<file path="config.mk">
export PLATFORM = sky130hd
export DESIGN_NAME = hazard_ctrl
export DESIGN_NICKNAME = d
export VERILOG_FILES = /design/src/rtl/hazard_ctrl.sv
export SDC_FILE = /design/constraint.sdc
export NUM_CORES = 1
export LEC_CHECK = 0
export BUFFER_PORTS_ARGS = -buffer_cell sky130_fd_sc_hd__buf_2
export CAP_MARGIN = 20
export CORE_ASPECT_RATIO = 1.25
export CORE_MARGIN = 4
export CORE_UTILIZATION = 52
export CTS_CLUSTER_DIAMETER = 60
export DETAILED_ROUTE_END_ITERATION = 10
export MAX_ROUTING_LAYER = met4
export PLACE_DENSITY = 0.8
export SLEW_MARGIN = 20
export SYNTH_ARGS = -nofsm -noshare
export SYNTH_HDL_FRONTEND = slang
export SYNTH_SLANG_ARGS = --single-unit
</file>
<file path="constraint.sdc">
create_clock -name CLK -period 3 [get_ports CLK]
set_clock_uncertainty 0.1 [all_clocks]
set_input_delay 0.15 -clock CLK [delete_from_list [all_inputs] [get_ports CLK]]
set_output_delay 0.15 -clock CLK [all_outputs]
set_load 0.03 [all_outputs]
</file>
<file path="src/rtl/hazard_ctrl.sv">
// Pipeline hazard controller: data-memory wait, taken branch/jump squash,
// load-use interlock, fetch-miss bubble and sticky halt, with stall/flush counters.
package hazard_ctrl_pkg;
  typedef logic [4:0] regbits_t;
  typedef enum logic [2:0] {
    PCSRC_NEXT = 3'd0,
    PCSRC_BEQ  = 3'd1,
    PCSRC_BNE  = 3'd2,
    PCSRC_JAL  = 3'd3,
    PCSRC_REG  = 3'd4
  } pcsrc_t;
endpackage

module hazard_ctrl
  import hazard_ctrl_pkg::*;
(
  input  logic        CLK,
  input  logic        RST,
  input  logic        ihit,
  input  logic        dhit,
  input  regbits_t    id_rs,
  input  regbits_t    id_rt,
  input  logic        id_uses_rs,
  input  logic        id_uses_rt,
  input  logic        ex_dREN,
  input  regbits_t    ex_regtbw,
  input  logic        mem_dREN,
  input  logic        mem_dWEN,
  input  pcsrc_t      mem_pcsrc,
  input  logic        mem_zero,
  input  logic        wb_halt,
  output logic        pc_en,
  output logic        if_id_en,
  output logic        id_ex_en,
  output logic        ex_mem_en,
  output logic        mem_wb_en,
  output logic        if_id_flush,
  output logic        id_ex_flush,
  output logic        ex_mem_flush,
  output logic        pc_redirect,
  output logic        halt,
  output logic [31:0] stall_cycles,
  output logic [31:0] flush_count
);

  typedef enum logic [1:0] {
    RUN    = 2'd0,
    DWAIT  = 2'd1,
    HALTED = 2'd2
  } state_t;

  state_t      state_r;
  state_t      state_nxt_s;
  logic        halt_r;
  logic [31:0] stall_cycles_r;
  logic [31:0] flush_count_r;

  logic        taken_s;
  logic        dstall_s;
  logic        loaduse_s;
  logic        stall_inc_s;
  logic        flush_inc_s;
  logic        pc_en_s;
  logic        if_id_en_s;
  logic        id_ex_en_s;
  logic        ex_mem_en_s;
  logic        mem_wb_en_s;
  logic        if_id_flush_s;
  logic        id_ex_flush_s;
  logic        ex_mem_flush_s;
  logic        pc_redirect_s;

  // Hazard detection terms
  always_comb begin
    taken_s   = (mem_pcsrc == PCSRC_REG) | (mem_pcsrc == PCSRC_JAL) |
                ((mem_pcsrc == PCSRC_BEQ) & mem_zero) |
                ((mem_pcsrc == PCSRC_BNE) & ~mem_zero);
    dstall_s  = (mem_dREN | mem_dWEN) & ~dhit;
    loaduse_s = ex_dREN & (ex_regtbw != 5'd0) &
                ((id_uses_rs & (id_rs == ex_regtbw)) |
                 (id_uses_rt & (id_rt == ex_regtbw)));
  end

  // Next-state and enable/flush decode; RUN and DWAIT share one priority chain
  always_comb begin
    state_nxt_s    = state_r;
    pc_en_s        = 1'b0;
    if_id_en_s     = 1'b0;
    id_ex_en_s     = 1'b0;
    ex_mem_en_s    = 1'b0;
    mem_wb_en_s    = 1'b0;
    if_id_flush_s  = 1'b0;
    id_ex_flush_s  = 1'b0;
    ex_mem_flush_s = 1'b0;
    pc_redirect_s  = 1'b0;
    stall_inc_s    = 1'b0;
    flush_inc_s    = 1'b0;
    case (state_r)
      RUN, DWAIT: begin
        if (wb_halt) begin
          state_nxt_s = HALTED;
        end else if (dstall_s) begin
          state_nxt_s = DWAIT;
          stall_inc_s = 1'b1;
        end else begin
          state_nxt_s = RUN;
          if (taken_s) begin
            // squash the three younger stages; fetch restarts at the target
            pc_en_s        = 1'b1;
            pc_redirect_s  = 1'b1;
            if_id_flush_s  = 1'b1;
            id_ex_flush_s  = 1'b1;
            ex_mem_flush_s = 1'b1;
            mem_wb_en_s    = 1'b1;
            flush_inc_s    = 1'b1;
          end else if (loaduse_s) begin
            id_ex_flush_s = 1'b1;
            ex_mem_en_s   = 1'b1;
            mem_wb_en_s   = 1'b1;
            stall_inc_s   = 1'b1;
          end else if (!ihit) begin
            if_id_flush_s = 1'b1;
            id_ex_en_s    = 1'b1;
            ex_mem_en_s   = 1'b1;
            mem_wb_en_s   = 1'b1;
            stall_inc_s   = 1'b1;
          end else begin
            pc_en_s     = 1'b1;
            if_id_en_s  = 1'b1;
            id_ex_en_s  = 1'b1;
            ex_mem_en_s = 1'b1;
            mem_wb_en_s = 1'b1;
          end
        end
      end
      HALTED: begin
        state_nxt_s = HALTED;
      end
      default: begin
        state_nxt_s = RUN;
      end
    endcase
  end

  // State register
  always_ff @(posedge CLK or posedge RST) begin
    if (RST) begin
      state_r <= RUN;
    end else begin
      state_r <= state_nxt_s;
    end
  end

  // Sticky halt flag, set on the edge that enters HALTED
  always_ff @(posedge CLK or posedge RST) begin
    if (RST) begin
      halt_r <= 1'b0;
    end else if (state_nxt_s == HALTED) begin
      halt_r <= 1'b1;
    end else begin
      halt_r <= halt_r;
    end
  end

  // Saturating stall-cycle counter; increment term is already 0 in HALTED
  always_ff @(posedge CLK or posedge RST) begin
    if (RST) begin
      stall_cycles_r <= 32'd0;
    end else if (stall_inc_s && (stall_cycles_r != 32'hFFFF_FFFF)) begin
      stall_cycles_r <= stall_cycles_r + 32'd1;
    end else begin
      stall_cycles_r <= stall_cycles_r;
    end
  end

  // Saturating taken-redirect counter
  always_ff @(posedge CLK or posedge RST) begin
    if (RST) begin
      flush_count_r <= 32'd0;
    end else if (flush_inc_s && (flush_count_r != 32'hFFFF_FFFF)) begin
      flush_count_r <= flush_count_r + 32'd1;
    end else begin
      flush_count_r <= flush_count_r;
    end
  end

  // Reset masks the combinational controls so nothing loads during reset
  always_comb begin
    pc_en        = pc_en_s        & ~RST;
    if_id_en     = if_id_en_s     & ~RST;
    id_ex_en     = id_ex_en_s     & ~RST;
    ex_mem_en    = ex_mem_en_s    & ~RST;
    mem_wb_en    = mem_wb_en_s    & ~RST;
    if_id_flush  = if_id_flush_s  & ~RST;
    id_ex_flush  = id_ex_flush_s  & ~RST;
    ex_mem_flush = ex_mem_flush_s & ~RST;
    pc_redirect  = pc_redirect_s  & ~RST;
    halt         = halt_r;
    stall_cycles = stall_cycles_r;
    flush_count  = flush_count_r;
  end

endmodule

</file>
Word level (Yosys, flattened, before mapping)
Cells that the tools add are included.

cells by class
  add/sub/neg operators = 2
  equal/unequal tests = 11
  muxes and demuxes = 45
  bitwise operators = 23
  reduce and logical (&&, ||, !) cells = 5

operators with widths
  kind                     count
  $add A32 B1 Y32 const B  2
  $ne A32 B32 Y1 const B   2
  $mux W1                  43
  $and A1 B1 Y1            15
  $eq A5 B5 Y1             2
  $eq A3 B2 Y1 const B     2
  $or A1 B1 Y1             5
  $reduce_bool A5 Y1       1
  $eq A2 B2 Y1 const B     2
  $pmux W2 S2              1
  $eq A3 B1 Y1 const B     1
  $eq A3 B3 Y1 const B     1
  $not A1 Y1               3
  $eq A2 B1 Y1 const B     1
  $logic_and A1 B1 Y1      2
  $logic_not A2 Y1         1
  $mux W2                  1
  $reduce_or A2 Y1         1

word-level totals
  register bits after elaboration = 67
  input port bits = 29
  output and inout bits = 74
  word-level logic and storage cells = 90

Depth between registers and ports, before layout
  depth after elaboration = 10
  gate-level depth with buffers = 8
  mapped depth without buffers = 7

Worst setup path after synthesis
No wires, ideal clock.

  path type = input -> output
  start = in RST
  end = out if_id_en
  data arrival time = 3.004 ns
  required time = 2.750 ns
  path slack = -0.254 ns
  cell stages on the path = 4
  path buffers = 0
  path through = inv_1 > nand3_1 > nor2_1 > and3_1

between the ends
  cells in the longest elaborated chain, start to end = 2

ends and longest elaborated chain
  what                RTL line  text
  start: declaration  18        input logic RST,
  $not A1 Y1          190       if_id_en = if_id_en_s & ~RST;
  $and A1 B1 Y1       190
  end: declaration    33        output logic if_id_en,

Every way passes these cells.

Worst setup path in the final report
  start = reg flush_count_r[0], in the netlist flush_count[0]
  end = reg flush_count_r[26], in the netlist flush_count[26]

between the ends
  cells in the longest elaborated chain, start to end = 2
  elaborated cells between the ends (all ways) = 3
  classes of those cells = 1 x add/sub; 1 x eq/ne; 1 x reduce/logical

ends and longest elaborated chain
  what                                                     RTL line  text
  start: declaration                                       56        logic [31:0] flush_count_r;
  start signal: assignment                                 181       flush_count_r <= flush_count_r + 32'd1;
  start signal: assignment                                 183       flush_count_r <= flush_count_r;
  branches (longest 2 deep; another with $add A32 B1 Y32)  --

Parallel ways; which one is timed is not known.
A chain may end at the register's enable or synchronous reset.

==> flow_summary_export.csv <==
group,metric,value,unit
status,outcome,"completed",
logic_synthesis,synth.cells.most_frequent,"sky130_fd_sc_hd__dfrtp_1, sky130_fd_sc_hd__xor2_1, sky130_fd_sc_hd__nand2_1",
cells_and_area,synthesis_to_layout_area_growth,25.0,%
logic_synthesis,synth_warnings,0,
clock_network,numCtsBuffers,9,
logic_synthesis,synth_fp_nets,367,
sta,finalHoldViolCount,0,
logic_synthesis,synth_top_cells_by_area,"sky130_fd_sc_hd__dfrtp_1, sky130_fd_sc_hd__xor2_1, sky130_fd_sc_hd__xnor2_1",
flow_run,max_cap_viols,0,
routing,routed-via-count,2978,
logic_synthesis,synth_flop_cell,"sky130_fd_sc_hd__dfrtp_1",
placed_design,portBuffers,102,
power_and_ir_drop,powerDensity,495,nW/um2
grt,grt_pass1_wl,13.7,mm
clock_network,cts-htree-levels,3,
logic_synthesis,synth_largest_area_cell,"sky130_fd_sc_hd__dfrtp_1",
grt,grt_overflow_total,0,
power_and_ir_drop,p_int,0.00159,W
logic_synthesis,post-synth-top-area-fraction,48.3,%
logic_synthesis,synthesis.instances,336,
logic_synthesis,synth-async-reset-ratio,100,%
die,number_of_standard_cell_rows_in_the_floorplan,33,
logic_synthesis,synth-seq-cells,67,
clock_network,cts.repair_timing.setup_buffer_count,0,
grt,met2_usage,38.3,%
routing,routed_len_inst,15.0,um
die,die_x,81.0,um
power_and_ir_drop,p_leak,2.20,nW
critical_path,timing.critical_path.to_type,"flip-flop",
clock_network,clock-sinks,67,
routing,drtPass1Iterations,4,
cells_and_area,fillers,519,
sta,finalCritPeriodShare,84.7,%
clock_network,number_of_instances_resized_during_post_cts_repair,0,
placed_design,routabilityCongestion,0.859,
power_and_ir_drop,clock_power_share,42.8,%
sta,fmax,0.393,GHz
power_and_ir_drop,largest_vdd_supply_drop,0.326,mV
die,die_area,8050,um2
routing,totalWireLength,8.08,mm
critical_path,worstPathArrival,2.70,ns
routing,post_detailed_route_via_to_cell_ratio,5.53,
grt,grtUsageMet3,3.89,%
clock_network,cts_root_buffer,"sky130_fd_sc_hd__clkbuf_8",
placed_design,dp_hpwl,5.85,mm
critical_path,startpoint_type,"flip-flop",
routing,detail_route.iter0.violations,65,
grt,grt_util_all_layers,22.2,%
sta,relative_slew_slack,44.0,%
die,initial_utilization,53.2,%
cells_and_area,multiInputGateArea,1750,um2
critical_path,worst-setup-path-type,"flip-flop to flip-flop",
logic_synthesis,synth_enable_flop_cells,0,
logic_synthesis,syn_avg_cell_area,10.3,um2
clock_network,cts.path.max_buffers,2,
sta,setup-tns-final,0,ns
hold_path,kind_of_path_behind_the_tightest_hold_check,"input pin to asynchronous set/reset pin",
die,design.core.area,6520,um2
grt,grt_use_met1,25.0,%
power_and_ir_drop,sw_frac_of_total,25.7,%
clock_network,worst_setup_hold_path_clk_slew,0.08,ns
sta,layout_min_cycle_time,2.54,ns
sta,holdWs,0.0192,ns
routing,postRouteAntennaNets,0,
logic_synthesis,synth.most_common_cell,"sky130_fd_sc_hd__dfrtp_1",
power_and_ir_drop,combinationalPowerShare,10.9,%
grt,grt-busiest-layer,"met2",
critical_path,timing.reg2reg.worst_path_depth,7,
cells_and_area,diode_insertion_count_for_antenna_repair,0,
clock_network,tritoncts_clock_tree,"yes",
clock_network,clock_insertion_delay_worst_skew,0.35,ns
grt,vias_in_the_first_global_route,3030,
logic_synthesis,post_synth_num_cell_types,43,
routing,drt_drc_violations_left,0,
logic_synthesis,syn_area,3470,um2
sta,finalSetupViolations,0,
cells_and_area,area.sequential,1680,um2
power_and_ir_drop,total_switching_power,0.000552,W
die,die_ht,99.3,um
grt,grt_max_degree,68,
cells_and_area,final_layout_size_suffix_gt1_share,30.3,%
logic_synthesis,yosysSeqAreaShare,48.3,%
sta,grt_setup_unrepaired,"no",
sta,slew_limit_fails,0,
critical_path,worst-endpoint-required,3.15,ns
sta,worst_pin_slew,0.840,ns
critical_path,crit_fanout,5,
die,io_pins,103,
power_and_ir_drop,p_seq_share,46.2,%
grt,antenna_found_initial,0,
cells_and_area,final_net_count,478,
## cell usage in the layout (no fill, tap or decap), types with 3 or more instances in the layout
cell,n
sky130_fd_sc_hd__nor4_1,13
sky130_fd_sc_hd__buf_2,102
sky130_fd_sc_hd__and4_1,6
sky130_fd_sc_hd__inv_1,3
sky130_fd_sc_hd__dfrtp_1,67
sky130_fd_sc_hd__nor4b_1,4
sky130_fd_sc_hd__buf_4,3
sky130_fd_sc_hd__or4_1,3
sky130_fd_sc_hd__nand2b_1,3
sky130_fd_sc_hd__nand4_1,15
sky130_fd_sc_hd__xor2_1,46
sky130_fd_sc_hd__clkbuf_8,10
sky130_fd_sc_hd__and3_1,8
sky130_fd_sc_hd__nand2_1,34
sky130_fd_sc_hd__nor2_1,26
sky130_fd_sc_hd__bufinv_16,3
sky130_fd_sc_hd__nor3_1,18
sky130_fd_sc_hd__a21oi_1,5
sky130_fd_sc_hd__or2_2,3
sky130_fd_sc_hd__nand3_1,22
sky130_fd_sc_hd__xnor2_1,26
## worst max-delay path: stages, from the launching register on
cell	delay, ns
sky130_fd_sc_hd__dfrtp_1	0.41
sky130_fd_sc_hd__ha_1	0.22
sky130_fd_sc_hd__and4_4	0.25
sky130_fd_sc_hd__nand4_4	0.15
sky130_fd_sc_hd__nor4_1	0.49
sky130_fd_sc_hd__nor3b_2	0.43
sky130_fd_sc_hd__and3_1	0.22
sky130_fd_sc_hd__xor2_1	0.18
## through the flow
step	setup WS [ns]	power [W]	util, %	instances	area (um2)
finish	0.458	0.00215	66.4	539	4330
global route	0.263	0.00222	66.4	539	4330
floorplan	0.604	0.00115	-	336	3470
detailed placement	0.549	0.00125	62.6	522	4080
CTS	0.451	0.00217	66.4	539	4330
global placement	0.666	0.00124	62.6	522	4080
## final cells by class
type	instances	area share, %
clock buffers	11	3.26
clock inverters	5	2.31
inverters	4	0.433
multi-input cells	259	40.3
flip-flops and latches	67	38.7
well taps	87	2.51
repair buffers	106	12.5
## path summary, 6_finish.rpt
path / from / endpoint / slack, ns
setup / recovery: flush_count[0] / flush_count[26] / 0.46
hold / removal: RST / flush_count[27] / 0.02
setup reg to reg: flush_count[0] / flush_count[26] / 0.46
hold reg to reg: state_r[0] / state_r[1] / 0.35
max in group asynchronous: RST / flush_count[11] / 2.24
min in group CLK: dhit / state_r[0] / 0.04
## state kept, by name (all words and copies together) (netlist names)
| name | count |
|---|---|
| stall_cycles | 32 |
| flush_count | 32 |
| state_r | 2 |
| halt | 1 |
## power groups by stage
stage	Clock [W]	Sequential, W	Combinational [W]
2_1_floorplan	0	0.00108	0.0000714
3_3_place_gp	0	0.00101	0.000233
3_5_place_dp	0	0.00101	0.000238
4_1_cts	0.000934	0.000992	0.000240
5_1_grt	0.000963	0.000999	0.000255
6_report	0.000919	0.000992	0.000235
## metal layers
layer  part of all wire (%)  vias to the layer above  wire (um)
li1                       -                     1416          -
met1                     39                     1435       3170
met2                     51                      112       4150
met3                    7.2                       15        584
met4                    2.1                        0        170
met5                      0                        -          0
## logic make-up (layout without fill, tap and decap cells)
logic type | Yosys count | count (layout) | share of synthesized area, %
simple gates | 167 | 167 | 27.0
xor+xnor | 72 | 72 | 18.2
flops | 67 | 67 | 48.3
compound gates | 16 | 16 | 3.79
buf+inv | 10 | 126 | 1.33
fa+ha+maj | 2 | 2 | 0.721
mux | 2 | 2 | 0.613
## repair_timing
| action | 4_1_cts | 5_1_grt |
|---|---|---|
| endpoints found under the hold margin | 1 | 0 |
| endpoints found under the setup margin | 0 | 0 |
| hold buffers | 1 | 0 |
Note: power is estimated with default switching activity, not from simulation.
